--- src/rtl/unidad_control.sv ---
// Single-cycle ARM-subset control unit: combinational decode of Instr[31:12], plus the NZCV flag register.
// Outputs follow the current instruction and the stored flags; flags change only on clk rising edge or async reset.
module unidad_control (
  input  logic        clk,
  input  logic        reset,
  input  logic [19:0] Instr,
  input  logic [3:0]  ALUFlags,
  output logic [1:0]  RegSrc,
  output logic        RegWrite,
  output logic [1:0]  ImmSrc,
  output logic        ALUSrc,
  output logic [1:0]  ALUControl,
  output logic        MemWrite,
  output logic        MemtoReg,
  output logic        PCSrc
);

  logic [3:0] cond;
  logic [1:0] op;
  logic [5:0] funct;
  logic [3:0] rd;
  logic       unused_rn;

  assign cond      = Instr[19:16];
  assign op        = Instr[15:14];
  assign funct     = Instr[13:8];
  assign rd        = Instr[3:0];
  assign unused_rn = ^Instr[7:4];

  logic       reg_w, mem_w, branch, alu_op;
  logic [1:0] flag_w;
  logic       cond_ex, pcs;
  logic [3:0] flags_q, flags_d;
  logic       fn, fz, fc, fv;

  assign {fn, fz, fc, fv} = flags_q;

  always_comb begin
    RegSrc   = 2'b00;
    ImmSrc   = 2'b00;
    ALUSrc   = 1'b0;
    MemtoReg = 1'b0;
    reg_w    = 1'b0;
    mem_w    = 1'b0;
    branch   = 1'b0;
    alu_op   = 1'b0;
    case (op)
      2'b00: begin
        ALUSrc = funct[5];
        reg_w  = 1'b1;
        alu_op = 1'b1;
      end
      2'b01: begin
        ImmSrc = 2'b01;
        ALUSrc = 1'b1;
        if (funct[0]) begin
          MemtoReg = 1'b1;
          reg_w    = 1'b1;
        end else begin
          RegSrc = 2'b10;
          mem_w  = 1'b1;
        end
      end
      2'b10: begin
        RegSrc = 2'b01;
        ImmSrc = 2'b10;
        ALUSrc = 1'b1;
        branch = 1'b1;
      end
      default: ;
    endcase
  end

  // C and V are only meaningful for arithmetic, so logical ops leave them alone
  always_comb begin
    ALUControl = 2'b00;
    flag_w     = 2'b00;
    if (alu_op) begin
      case (funct[4:1])
        4'b0100: ALUControl = 2'b00;
        4'b0010: ALUControl = 2'b01;
        4'b0000: ALUControl = 2'b10;
        4'b1100: ALUControl = 2'b11;
        default: ALUControl = 2'b00;
      endcase
      flag_w[1] = funct[0];
      flag_w[0] = funct[0] & ~ALUControl[1];
    end
  end

  always_comb begin
    cond_ex = 1'b0;
    case (cond)
      4'b0000: cond_ex = fz;
      4'b0001: cond_ex = ~fz;
      4'b0010: cond_ex = fc;
      4'b0011: cond_ex = ~fc;
      4'b0100: cond_ex = fn;
      4'b0101: cond_ex = ~fn;
      4'b0110: cond_ex = fv;
      4'b0111: cond_ex = ~fv;
      4'b1000: cond_ex = fc & ~fz;
      4'b1001: cond_ex = ~(fc & ~fz);
      4'b1010: cond_ex = (fn == fv);
      4'b1011: cond_ex = (fn != fv);
      4'b1100: cond_ex = ~fz & (fn == fv);
      4'b1101: cond_ex = ~(~fz & (fn == fv));
      4'b1110: cond_ex = 1'b1;
      default: cond_ex = 1'b0;
    endcase
  end

  assign pcs      = ((rd == 4'b1111) & reg_w) | branch;
  assign RegWrite = reg_w & cond_ex;
  assign MemWrite = mem_w & cond_ex;
  assign PCSrc    = pcs & cond_ex;

  always_comb begin
    flags_d = flags_q;
    if (flag_w[1] & cond_ex) flags_d[3:2] = ALUFlags[3:2];
    if (flag_w[0] & cond_ex) flags_d[1:0] = ALUFlags[1:0];
  end

  always_ff @(posedge clk or negedge reset) begin
    if (!reset) flags_q <= 4'b0000;
    else        flags_q <= flags_d;
  end

endmodule

--- config.mk ---
export PLATFORM = sky130hd
export DESIGN_NAME = unidad_control
export DESIGN_NICKNAME = d
export VERILOG_FILES = /design/src/rtl/unidad_control.sv
export SDC_FILE = /design/constraint.sdc
export NUM_CORES = 1
export LEC_CHECK = 0
export ABC_AREA = 1
export CAP_MARGIN = 20
export CORE_ASPECT_RATIO = 0.7
export CORE_MARGIN = 2
export CORE_UTILIZATION = 35
export CTS_CLUSTER_DIAMETER = 150
export DETAILED_ROUTE_END_ITERATION = 10
export GPL_TIMING_DRIVEN = 0
export PLACE_DENSITY = 0.74
export SETUP_SLACK_MARGIN = 0.1
export SYNTH_ARGS = -nofsm -noshare
export SYNTH_HDL_FRONTEND = slang
export SYNTH_SLANG_ARGS = --single-unit
--- constraint.sdc ---
create_clock -name clk -period 2.6 [get_ports clk]
set_input_delay 0.52 -clock clk [delete_from_list [all_inputs] [get_ports clk]]
set_output_delay 0.52 -clock clk [all_outputs]
set_load 0.05 [all_outputs]
* Word-level counts from Yosys, hierarchy flattened *
Cells that the tools add are included.

operators by class
  equal/unequal tests = 21
  mux-type cells = 16
  reduce and logical (&&, ||, !) cells = 4
  bitwise gates (word level) = 17

operator list
  operator            count
  $eq 4x4->1 const B  9
  $eq 4x3->1 const B  4
  $pmux 1 s15         1
  $eq 4x2->1 const B  3
  $and 1x1->1         9
  $logic_not 4->1     2
  $mux 2              4
  $pmux 2 s2          2
  $not 1->1           7
  $mux 1              6
  $pmux 2 s3          1
  $eq 4x1->1 const B  1
  $pmux 1 s2          2
  $eq 2x1->1 const B  1
  $eq 2x2->1 const B  1
  $logic_not 2->1     1
  $reduce_or 2->1     1
  $eq 1x1->1          1
  $ne 1x1->1          1
  $or 1x1->1          1

word-level totals
  input port bits = 26
  register bits = 4
  output and inout port bits = 11
  word-level logic and storage cells = 60

* Depth between registers and ports, before layout *
Gate-level depths: netlist of the first run.

  depth in word-level cells = 7
  mapped depth = 12
  gate-level depth less buffers = 11

* Worst setup path before layout of the first run *
OpenSTA, ideal clock, no wires.

  kind = in2out
  start point = input Instr[17]
  end point = output MemWrite
  arrival = 2.201 ns
  setup slack = -0.121 ns
  stages = 10
  required time = 2.080 ns
  cell sequence = buf_6 inv_1 nand2_1 nor2_1 nand3_1 nand2_1 nor2_4 nand2_1 nor2_2 nor3_1

on the way
  cells in the longest elaborated chain, start to end = 3

RTL lines
  item                                line  RTL
  from (decl)                         6     input logic [19:0] Instr,
  $eq 4x4->1 (tied with other cells)  93    case (cond)
  $pmux 1 s15 *                       93
  $and 1x1->1 *                       115   assign MemWrite = mem_w & cond_ex;
  to (decl)                           13    output logic MemWrite,

Mark *: on every way between the ends. The rest lies on a longest branch, timed or not.

* Worst setup path after layout of the first run *
  start point = input Instr[14]
  end point = output PCSrc

on the way
  cells in the longest elaborated chain, start to end = 5

RTL lines
  item                                                  line  RTL
  $eq 2x1->1 / $logic_not 2->1 (equally long branches)  47    case (op)
  $pmux 1 s2                                            47
  $and 1x1->1                                           113   assign pcs = ((rd == 4'b1111) & reg_w) | branch;
  $or 1x1->1 *                                          113
  $and 1x1->1 *                                         116   assign PCSrc = pcs & cond_ex;
  to (decl)                                             15    output logic PCSrc

Marks and branches as above.

==> results of run 1 <==
## power by group through the flow
stage	logic [W]	registers, W	clock network (W)
floorplan	0.000218	0.000123	0
global placement	0.000301	0.000133	0
detailed placement	0.000307	0.000134	0
CTS	0.000315	0.000134	0.0000808
global route	0.000349	0.000140	0.0000882
finish	0.000315	0.000136	0.0000806
## per-stage QoR
step / hold WS, ps / setup TNS [ps]
2_1_floorplan: 224 / 0
3_3_place_gp: 529 / -3330
3_5_place_dp: 529 / -3500
4_1_cts: 486 / 0
5_1_grt: 482 / 0
6_report: 482 / 0
## layer usage
metal	routed length (um)	vias up	share of wire [%]
met1	812	360	46
met5	0	-	0
li1	-	439	-
met2	827	22	47
met4	11	0	0.63
met3	97	2	5.5
## layout by cell type (no fill, tap or decap)
| cell type | count |
|---|---|
| dlymetal6s2s_1 | 1 |
| nor2_2 | 3 |
| nor3_2 | 1 |
| clkbuf_2 | 1 |
| clkdlybuf4s15_1 | 2 |
| inv_1 | 17 |
| buf_4 | 4 |
| dlygate4sd2_1 | 4 |
| nand3_1 | 18 |
| nor2_4 | 2 |
| o21ai_1 | 1 |
| dfrtp_1 | 4 |
| nand3b_1 | 1 |
| a21oi_1 | 3 |
| clkdlybuf4s50_1 | 16 |
| ha_1 | 6 |
| nand3_4 | 1 |
| nand2_1 | 36 |
| nor3_1 | 3 |
| inv_2 | 2 |
| nand4_1 | 1 |
| nand2_2 | 2 |
| buf_6 | 3 |
| buf_2 | 2 |
| nor2_1 | 14 |
| clkbuf_4 | 4 |
## final timing paths
| path | cells after the start | endpoint | slack [ps] |
|---|---|---|---|
| worst max-delay path | 8 | PCSrc | 120 |
| max in group asynchronous | 1 | flags_q[0] | 1950 |
| min in group clk | 2 | flags_q[1] | 540 |
| worst min-delay path | 1 | flags_q[2] | 480 |
| worst min register to register | 2 | flags_q[1] | 540 |
| worst max register to register | 10 | flags_q[1] | 1190 |
## cell type report
| class | instances | area, sq um |
|---|---|---|
| Sequential cell | 4 | 100 |
| Fill cell | 178 | 803 |
| Buffer | 2 | 18.8 |
| Clock buffer | 3 | 22.5 |
| Tap cell | 22 | 27.5 |
| Inverter | 19 | 71.3 |
| Timing Repair Buffer | 32 | 295 |
| Multi-Input combinational cell | 92 | 483 |
## logic make-up (layout without fill, tap and decap cells)
| group | count (synthesis) | in the layout | share of synthesized area, % |
|---|---|---|---|
| buffers and inverters | 21 | 56 | 13.7 |
| adder cells (fa/ha/maj) | 6 | 6 | 11.4 |
| AND/OR/NAND/NOR | 82 | 82 | 56.7 |
| AO/OA/AOI/OAI | 4 | 4 | 3.04 |
| flip-flops | 4 | 4 | 15.2 |
## cells in the mapped netlist
cell type  number
nand2_1        36
inv_1          18
nand3_1        18
nor2_1         16
ha_1            6
dfrtp_1         4
nor3_1          4
a21oi_1         3
nand2_2         2
nor2_2          2
buf_4           1
buf_6           1
inv_2           1
nand3_4         1
nand3b_1        1
nand4_1         1
nor2_4          1
o21ai_1         1
## timing repair
| action | CTS | global route |
|---|---|---|
| endpoints found under the setup margin | 11 | 8 |
| gates resized for setup | 47 | 13 |
| pin swaps | 1 | 0 |
| setup buffers | 1 | 0 |
==> results.txt, run 1 <==
The switching power as a share of total power was 50.0%; the count of final hold-check violations was 0. In this run the power density over the cells is 522 nW/um^2. The most congested layer reported by global routing was met2. Along the worst path, the maximum fanout reaches 4. The number of nets handed over by synthesis was 149. The slew at the pin with the worst max-slew slack works out to 494 ps. The largest individual stage delay along the critical path comes from the cell clkdlybuf4s50_1.

Entering global routing, the biggest net connects 9 pins. Registers are responsible for 25.5% of the overall power. The run gives 0.000532 W as the overall power of the completed layout. The worst setup path is of the in -> out kind.

The tools report the timing startpoint of the critical path as Instr[14]. The number of antenna violations at the first check in global routing is 0. After detailed routing, the number of vias per cell comes to 4.73. The cell that appears most often on the critical path is nor2_2. Cells with a size suffix above 1 make up 16.4% of the layout. STA classifies the critical path startpoint as an input port. Setup violations remaining at the end of the flow were counted as 0.

The final route contains 823 vias. Synthesis instantiated 18 different standard cells from the library. The register with the most flip-flops in the layout has 4 of them.

Synthesis produced 117 cells. The number of buffers and inverters on the critical path is 3. The register bank with the most flops is flags_q. Between clock sinks in the finished design, the worst skew comes to 1.54 ps.

For the clock latency on the worst-skew pair, the log shows 240 ps. The tools report the met3 demand-to-capacity share in global routing as 4.19%. Measured along the x axis, the die boundary spans 55.8 um.

The repair_antennas step left the layout with diodes totalling 0. The share of the core filled with cells came out at 55.9%. The run gives 0.000266 W as the cell internal power dissipation. The routed design could run at a clock period as short as 2480 ps. The run gives 174 as the final cell count without fillers. The logs give 658 sq um for the cell area after synthesis and 1020 sq um for the post-route cell area. After detailed routing, the average wire length per cell comes to 10.1 um.

The global-route congestion overflow total is 0, and the number of nets in the layout is 186. Sequential elements use 15.2% of the synthesized area. Measured against its own limit, the worst slew margin works out to 67.2%. The flow ran to the end, and the final reports show no timing, DRC or antenna violations.

TritonCTS created 3 clock buffers. Across all setup checks in the final design, the least slack found is 124 ps. For the worst setup path, the data arrival time is 1960 ps. TritonCTS built the clock tree.

The tools report the startpoint of the lowest-slack register-to-register path as flags_q[3]. In the global route stage, met2 resource usage came out at 28.3%. The type of the worst min-delay path was in -> async. For this design the top-level I/O count stands at 37. The critical path required time is 2080 ps, and the mean instance size in the synthesized netlist is 5.63 sq um.

Clock-pin slew was measured on the worst setup and hold paths at 40 ps. The initialized floorplan defines 13 standard-cell rows. Of the total power, combinational logic draws 59.3%.

The DRC marker count from the first detailed-route iteration came out at 25. The number of I/O port buffers is 31, and the number of sinks driven by the clock tree is 4. Flip-flop and latch count after synthesis: 4.

The biggest cell delay along the critical path was 560 ps; the y dimension of the die was 40.3 um. The run gives 660 as the number of global-route vias before repair. In the final layout, the registers with the most flip-flops are flags_q (4).

The clock root buffer is clkbuf_4. Walking the worst path, the cells encountered are clkdlybuf4s50_1 > inv_1 > ha_1 > nor2_2 > nor3_1 > nor2_1 > nor2_2 > buf_6. The first global-routing pass estimated 2720 um of wire.

The longest clock path from root to sink contains 2 buffers. For this run, the detailed router's first-pass iteration total came to 4. The logs give 1750 um for the total wire length after detailed routing and 170 for the count of placed standard cells including taps. The hold buffer count at CTS was 0. For the number of DRC violations after detailed routing, the log shows 0.

In this run the cell area measured after placement is 1000 sq um. The run gives -612 ps as the placement-stage worst setup slack. Timing would allow up to 404 MHz.

Of the total power, the clock network draws 15.2%. Summed over all instances, the cell type with the most area after synthesis is nand2_1. Across the VDD grid, the largest voltage drop is 0.405 mV.

The maximum level of the CTS H-tree is 1. Max-cap violations in this run came to 0. The initial core utilization was 36.1%. In the post-synthesis netlist, the biggest area contributors are nand2_1, dfrtp_1, nand3_1.

The run gives 15.9% as the global-route usage over all layers. The total half-perimeter wirelength after legalization and detailed placement is 1470 um. STA classifies the critical path endpoint as an output port. The placeable core region is 1820 sq um, and the number of nets with antenna violations after detailed routing is 0.

Global routing consumed, on the met1 layer, 20.0% of the routing resources. The area growth from synthesis to layout is 54.8%. Routability-driven placement finished with a final weighted congestion of 0.821. Setup repair after global routing could not meet its margin everywhere. The logs give 0 for the count of yosys warnings during synthesis and 0.000266 W for the total net switching power. Fraction of post-synthesis cell area in the top cell type by area: 20.5%. Grouping stages by cell kind, the critical path spends the most delay in buffers and inverters.

The post-route clock period utilization is 95.2%, and the area of the die is 2250 sq um. The logs give 0.570 nW for the cell leakage power and 0 for the count of pins over their slew limit.
(Power assumes the default switching activity.)
==> inputs of run 2 (changes only) <==
Settings changed: CTS_BUF_LIST from default to sky130_fd_sc_hd__clkbuf_8.
==> run 2 against run 1 <==
Effect of this change:
- register-to-register slack hardly changed
- clock skew decreased by 1.3 ps
- fmax about the same
- flip-flop and latch count unchanged
- critical path type unchanged
- highest routed layer is now met3
- largest power group unchanged
- via count shrank 0.73%
- first-iteration DRC count grew 4.0%
==> results.txt, run 2 (same netlist as run 1, synthesis figures left out) <==
The flip-flop count of the largest register, all copies and words added was 4 (unchanged); the global-route usage over all layers was 15.9% (unchanged). The count of cells along the worst register-to-register path is 10 (unchanged), and the total of endpoints with negative setup slack in the final report is 0 (unchanged). Power density over cell area: 561 nW/um^2 (was 522 nW/um^2). Setup repair after global routing could not meet its margin everywhere. The critical path capture point type was an output port (unchanged). The area of the die was 2250 sq um (unchanged). The ratio of cells with drive above 1 in the final layout works out to 16.4% (unchanged). The logs give 0 (unchanged) for the global-route congestion overflow total and 4.19% (unchanged) for the met3 demand-to-capacity share in global routing. The number of DRC violations after detailed routing came out at 0 (unchanged).

The clock root buffer was clkbuf_8 (was clkbuf_4). The met1 demand-to-capacity share in global routing was 20.0% (unchanged). The tools report the initial core utilization as 36.1% (unchanged). The startpoint of the lowest-slack register-to-register path was flags_q[3] (unchanged). The count of pins over their slew limit was 0 (unchanged); the x dimension of the die was 55.8 um (unchanged). The total half-perimeter wirelength after legalization and detailed placement was 1470 um (unchanged). The final weighted congestion of routability-driven global placement came out at 0.821 (unchanged).

The max-capacitance violation count came out at 0 (unchanged). The most congested layer reported by global routing is met2 (unchanged). Met2 layer usage reported by global route: 28.3% (unchanged). The worst-case hold slack came out at 503 ps (was 482 ps).

The number of global-route vias before repair was 663 (was 660); the largest vdd supply drop was 0.438 mV (was 0.405 mV). The number of nets with antenna violations after detailed routing was 0 (unchanged); the number of vias per cell was 4.70 (was 4.73). For the count of final hold-check violations, the log shows 0 (unchanged). The maximum fanout along the worst path works out to 4 (unchanged). TritonCTS built the clock tree. The total via count in the routed design came out at 817 (was 823).

The final antenna diode count is 0 (unchanged). The most common library cell in the layout ignoring fill and taps is nand2_1 (unchanged). The slew at the pin with the worst max-slew slack works out to 494 ps (unchanged). Type of the worst min-delay path: in -> async (unchanged).

The number of I/O port buffers was 31 (unchanged); the hold buffer count at CTS was 0 (unchanged). The clock latency on the worst-skew pair is 220 ps (was 240 ps), and the post-route cell area is 1040 sq um (was 1020 sq um). The cell leakage power came out at 0.577 nW (was 0.570 nW). The timing startpoint of the critical path is Instr[14] (unchanged). The total wire length after detailed routing was 1740 um (was 1750 um); the pin count of the biggest net entering global routing was 9 (unchanged). The critical path required time is 2080 ps (about the same). The peak clock frequency supported by timing was 404 MHz (about the same). The area after detailed placement came out at 1000 sq um (unchanged). The logs give 178 (unchanged) for the layout filler cell count and 4 (unchanged) for the number of sinks driven by the clock tree. The number of antenna violations at the first check in global routing is 0 (unchanged).

The worst slew margin relative to its limit was 67.2% (unchanged). Wire length of the first global-routing pass: 2720 um (unchanged). The run gives 0.248 ps (was 1.54 ps) as the worst clock skew. The per-cell routed wire length came out at 10.0 um (was 10.1 um).

The DRC marker count from the first detailed-route iteration was 26 (was 25). The maximum count of clock buffers along a single path was 2 (unchanged); the final critical path time including I/O delays and setup was 2480 ps (about the same). The run gives 1820 sq um (unchanged) as the placeable core region.

The tools report the element type at the critical path start as an input port (unchanged). The register clock-pin slew on the reported worst setup and hold paths works out to 30 ps (was 40 ps). The post-route clock period utilization works out to 95.2% (about the same).

The category of the most critical setup path is in -> out (unchanged). The number of nets in the layout is 186 (unchanged), and the maximum level of the CTS H-tree is 1 (unchanged). For the number of rows in the core area, the log shows 13 (unchanged).

For the number of buffers created by CTS, the log shows 3 (unchanged). Top flop regs: flags_q (4) (unchanged). Arrival time at the worst endpoint: 1960 ps (about the same). Register bank with the most flops: flags_q (unchanged).

The flow ran to the end, and the final reports show no timing, DRC or antenna violations. Most used cells in the layout excluding fill and tap cells: nand2_1, nand3_1, inv_1 (unchanged). The run gives 4 (unchanged) as the iteration count of the initial detailed-routing pass. The growth of design area from synthesis to finish was 57.6% (was 54.8%); the I/O pin count was 37 (unchanged).

The y dimension of the die is 40.3 um (unchanged).
[run 2: cell types whose count changed in the layout (fill, tap and decap cells not counted)]
cell and change:
clkbuf_8 +3, clkbuf_4 -3
[run 2: path summary, 6_finish.rpt]
path | endpoint | slack, ps
worst max-delay path | PCSrc | 120
worst min-delay path | flags_q[2] | 500
worst max register to register | flags_q[0] | 1200
worst min register to register | flags_q[1] | 530
max in group asynchronous | flags_q[0] | 1930
min in group clk | flags_q[1] | 530
[run 2: stage by stage]
stage	utilization (%)	setup TNS [ps]	std cells	worst slack (ps)	total power [W]
2_1_floorplan	-	0	117	130	0.000341
3_3_place_gp	55.1	-3330	170	-597	0.000434
3_5_place_dp	55.1	-3500	170	-612	0.000441
4_1_cts	57.1	0	174	86.9	0.000582
5_1_grt	56.9	0	174	0.661	0.000630
6_report	56.9	0	174	124	0.000582
[run 2: critical path, stage by stage]
cell             delay (ps)
clkdlybuf4s50_1         560
inv_1                   110
ha_1                    260
nor2_2                  140
nor3_1                   50
nor2_1                  100
nor2_2                   60
buf_6                   140
[run 2: power breakdown]
group | leakage, nW | internal (W) | switching, W
sequential | 0.0501 | 0.0000942 | 0.0000412
combinational | 0.506 | 0.000120 | 0.000194
clock | 0.0216 | 0.0000988 | 0.0000337
[run 2: what timing repair did]
item,CTS,global route
endpoints found under the setup margin,11,8
gates resized for setup,47,13
pin swaps,1,0
buffers inserted,1,0
[run 2: layout make-up]
class                      count  area, sq um  area share, %
clock buffer                   3         41.3           3.98
inverter                      19         71.3           6.88
timing repair buffer          32          295           28.5
buffer                         2         18.8           1.81
tap                           22         27.5           2.65
sequential                     4          100           9.65
multi-input combinational     92          483           46.6
[run 2: per-layer routing]
metal	vias up	part of all wire [%]	wire [um]
met1	356	47	811
met2	21	48	843
met4	0	0	0
li1	440	-	-
met3	0	5.1	89
met5	-	0	0
==> inputs of run 3 (changes only) <==
Settings changed: CAP_MARGIN 20 to 25, HOLD_SLACK_MARGIN from default to 0.12.
Clock period 2.6 ns to 2.4 ns, I/O delays scaled along.
==> run 3 against run 2 <==
Effect of this change:
- sequential share of layout area is 0.058 points lower
- design area is 0.60% higher
- register-to-register slack worse by 180 ps
- critical path type unchanged
- largest power group unchanged
==> results.txt, run 3 (same netlist as run 1, synthesis figures left out) <==
The number of sinks driven by the clock tree was 4 (unchanged). The per-cell routed wire length is 10.6 um (was 10.0 um). The maximum fanout along the worst path is 4 (unchanged). The number of buffers created by CTS is 3 (unchanged), and the max-capacitance violation count is 0 (unchanged). The run gives 16.7% (was 15.9%) as the global-route usage over all layers.

The number of vias per cell works out to 4.82 (was 4.70). The number of nets with antenna violations after detailed routing was 0 (unchanged). The final antenna diode count was 0 (unchanged).

The critical path capture point type is an output port (unchanged). For the maximum count of clock buffers along a single path, the log shows 2 (unchanged). Register clock-pin slew on the reported worst setup and hold paths: 30 ps (about the same).

The wire length of the first global-routing pass was 2870 um (was 2720 um). The post-route cell area came out at 1040 sq um (about the same). The x dimension of the die works out to 55.8 um (unchanged). The capture instance of the worst register-to-register path was flags_q[0] (unchanged). Family of cells with the greatest summed delay on the critical path: buffers and inverters (unchanged). The element type at the critical path start is an input port (unchanged). The ratio of cells with drive above 1 in the final layout was 18.5% (was 16.4%).

Static timing analysis puts the maximum clock frequency at 448 MHz. Number of nets in the layout: 185 (was 186). The I/O pin count was 37 (unchanged). Most frequent cell on the critical path: inv_1 (was nor2_2). The category of the most critical setup path is in -> out (unchanged). Cells traversed along the worst timing path: dlygate4sd2_1 > inv_1 > ha_2 > inv_1 > nor3_2 > clkdlybuf4s18_2 (was clkdlybuf4s50_1 > inv_1 > ha_1 > nor2_2 > nor3_1 > nor2_1 > nor2_2 > buf_6).

The number of I/O port buffers is 31 (unchanged), and the pin count of the biggest net entering global routing is 9 (unchanged). The number of global-route vias before repair came out at 709 (was 663). Setup repair after global routing could not meet its margin everywhere. The logs give 0.805 (was 0.821) for the final weighted congestion of routability-driven global placement and 0 (unchanged) for the number of DRC violations after detailed routing.

The post-route clock period utilization works out to 93.1%. The iteration count of the initial detailed-routing pass was 4 (unchanged); the biggest cell delay along the critical path was 380 ps (was 560 ps). The growth of design area from synthesis to finish was 58.6% (was 57.6%). The total via count in the routed design is 833 (was 817), and the worst clock skew is 3.24 ps (was 0.248 ps). Type of the worst min-delay path: in -> async (unchanged). The placeable core region was 1820 sq um (unchanged).

The DRC marker count from the first detailed-route iteration is 26 (unchanged), and the slew at the pin with the worst max-slew slack is 495 ps (was 494 ps). The count of cells along the worst register-to-register path is 10 (unchanged), and the final critical path time including I/O delays and setup is 2230 ps. The tools report the worst-case hold slack as 461 ps (was 503 ps). The layout filler cell count came out at 187 (was 178).

The largest vdd supply drop was 0.544 mV (was 0.438 mV); the number of antenna violations at the first check in global routing was 0 (unchanged). The maximum level of the CTS H-tree is 1 (unchanged). The tools report the initial core utilization as 36.1% (unchanged).

The clock latency on the worst-skew pair was 220 ps (about the same); the total wire length after detailed routing was 1830 um (was 1740 um). The tools report the clock root buffer as clkbuf_8 (unchanged). The tools report the startpoint of the lowest-slack register-to-register path as flags_q[2] (was flags_q[3]). The register-to-register path setup slack is 1020 ps (was 1200 ps), and the count of pins over their slew limit is 0 (unchanged). The run gives 1750 ps (was 1960 ps) as the arrival time at the worst endpoint.

The power density over cell area was 604 nW/um^2 (was 561 nW/um^2); the critical path required time was 1920 ps (was 2080 ps). The count of final hold-check violations is 0 (unchanged), and the worst slew margin relative to its limit is 67.1% (was 67.2%). The slowest cell on the critical path is clkdlybuf4s18_2 (was clkdlybuf4s50_1).

The tools report the area after detailed placement as 1010 sq um (was 1000 sq um). The most common library cell in the layout ignoring fill and taps is nand2_1 (unchanged). The flow ran to the end, and the final reports show no timing, DRC or antenna violations. The run gives 0 (unchanged) as the global-route congestion overflow total. The area of the die was 2250 sq um (unchanged); the y dimension of the die was 40.3 um (unchanged). Total half-perimeter wirelength after legalization and detailed placement: 1500 um (was 1470 um). The register bank with the most flops was flags_q (unchanged). TritonCTS built the clock tree.

Top flop regs: flags_q (4) (unchanged). The cell leakage power is 0.568 nW (was 0.577 nW), and the number of rows in the core area is 13 (unchanged). The run gives 0 (unchanged) as the total of endpoints with negative setup slack in the final report. Most used cells in the layout excluding fill and tap cells: nand2_1, nand3_1, inv_1 (unchanged). Flip-flop count of the largest register, all copies and words added: 4 (unchanged). The number of buffers and inverters on the critical path was 4 (was 3).
-- run 3: cell count changes in the layout (fill, tap and decap cells not counted), sizes merged --
cell | before | now
clkdlybuf4s15 | 2 | 3
dlygate4sd2 | 4 | 6
clkdlybuf4s18 | 0 | 1
dlymetal6s2s | 1 | 0
buf | 9 | 6
clkdlybuf4s50 | 16 | 15
-- run 3: report_power, final --
| group | switching, W | total, W | internal, W |
|---|---|---|---|
| clock | 0.0000360 | 0.000143 | 0.000107 |
| combinational | 0.000216 | 0.000342 | 0.000126 |
| sequential | 0.0000428 | 0.000145 | 0.000102 |
-- run 3: routing by layer --
| metal | track usage, % | share of wire (%) | up-vias | wire (um) |
|---|---|---|---|---|
| li1 | - | - | 436 | - |
| met1 | 19.7 | 43 | 369 | 791 |
| met2 | 30.7 | 49 | 23 | 892 |
| met3 | 3.87 | 6.1 | 5 | 111 |
| met4 | 7.14 | 2.0 | 0 | 36 |
| met5 | 0 | 0 | - | 0 |
-- run 3: cell type report --
type	instances	area (sq um)	share of cell area (%)
buffer	2	18.8	1.80
timing repair buffer	31	287	27.5
sequential	4	100	9.59
inverter	19	71.3	6.83
clock buffer	3	41.3	3.96
multi-input combinational	92	498	47.7
tap	22	27.5	2.64
-- run 3: what timing repair did --
action / CTS / global route
hold endpoints to repair: 0 / 0
setup endpoints to repair: 11 / 6
setup buffers: 0 / 0
gates resized for setup: 41 / 13
hold buffers: 0 / 0
pin swaps: 1 / 2
-- run 3: worst reg2reg max path, cell delays in order, from the launching register on --
cell     delay, ps
dfrtp_1        420
inv_1          110
nand3_1         80
nand3_1         90
nand2_1         60
nand2_1        120
inv_1           90
nand3_4        120
nand2_2         70
nand2_1         70
nand2_1         50
-- run 3: worst max-delay path by stage --
stage	start	cells past startpoint	slack, ps	end
finish	Instr[14]	6	170	RegSrc[1]
global route	flags_q[0]	10	90	MemWrite
CTS	Instr[16]	10	80	MemWrite
detailed placement	Instr[16]	10	-710	MemWrite
global placement	Instr[16]	10	-720	MemWrite
floorplan	Instr[15]	8	90	PCSrc
-- run 3: through the flow --
step | cells | setup TNS (ps) | worst slack [ps] | utilization, % | total power, W
finish | 173 | 0 | 166 | 57.3 | 0.000630
global route | 173 | 0 | 91.8 | 57.3 | 0.000681
CTS | 173 | 0 | 83.2 | 57.4 | 0.000628
detailed placement | 170 | -4790 | -713 | 55.5 | 0.000482
global placement | 170 | -4630 | -723 | 55.5 | 0.000473
floorplan | 117 | 0 | 85.4 | - | 0.000372
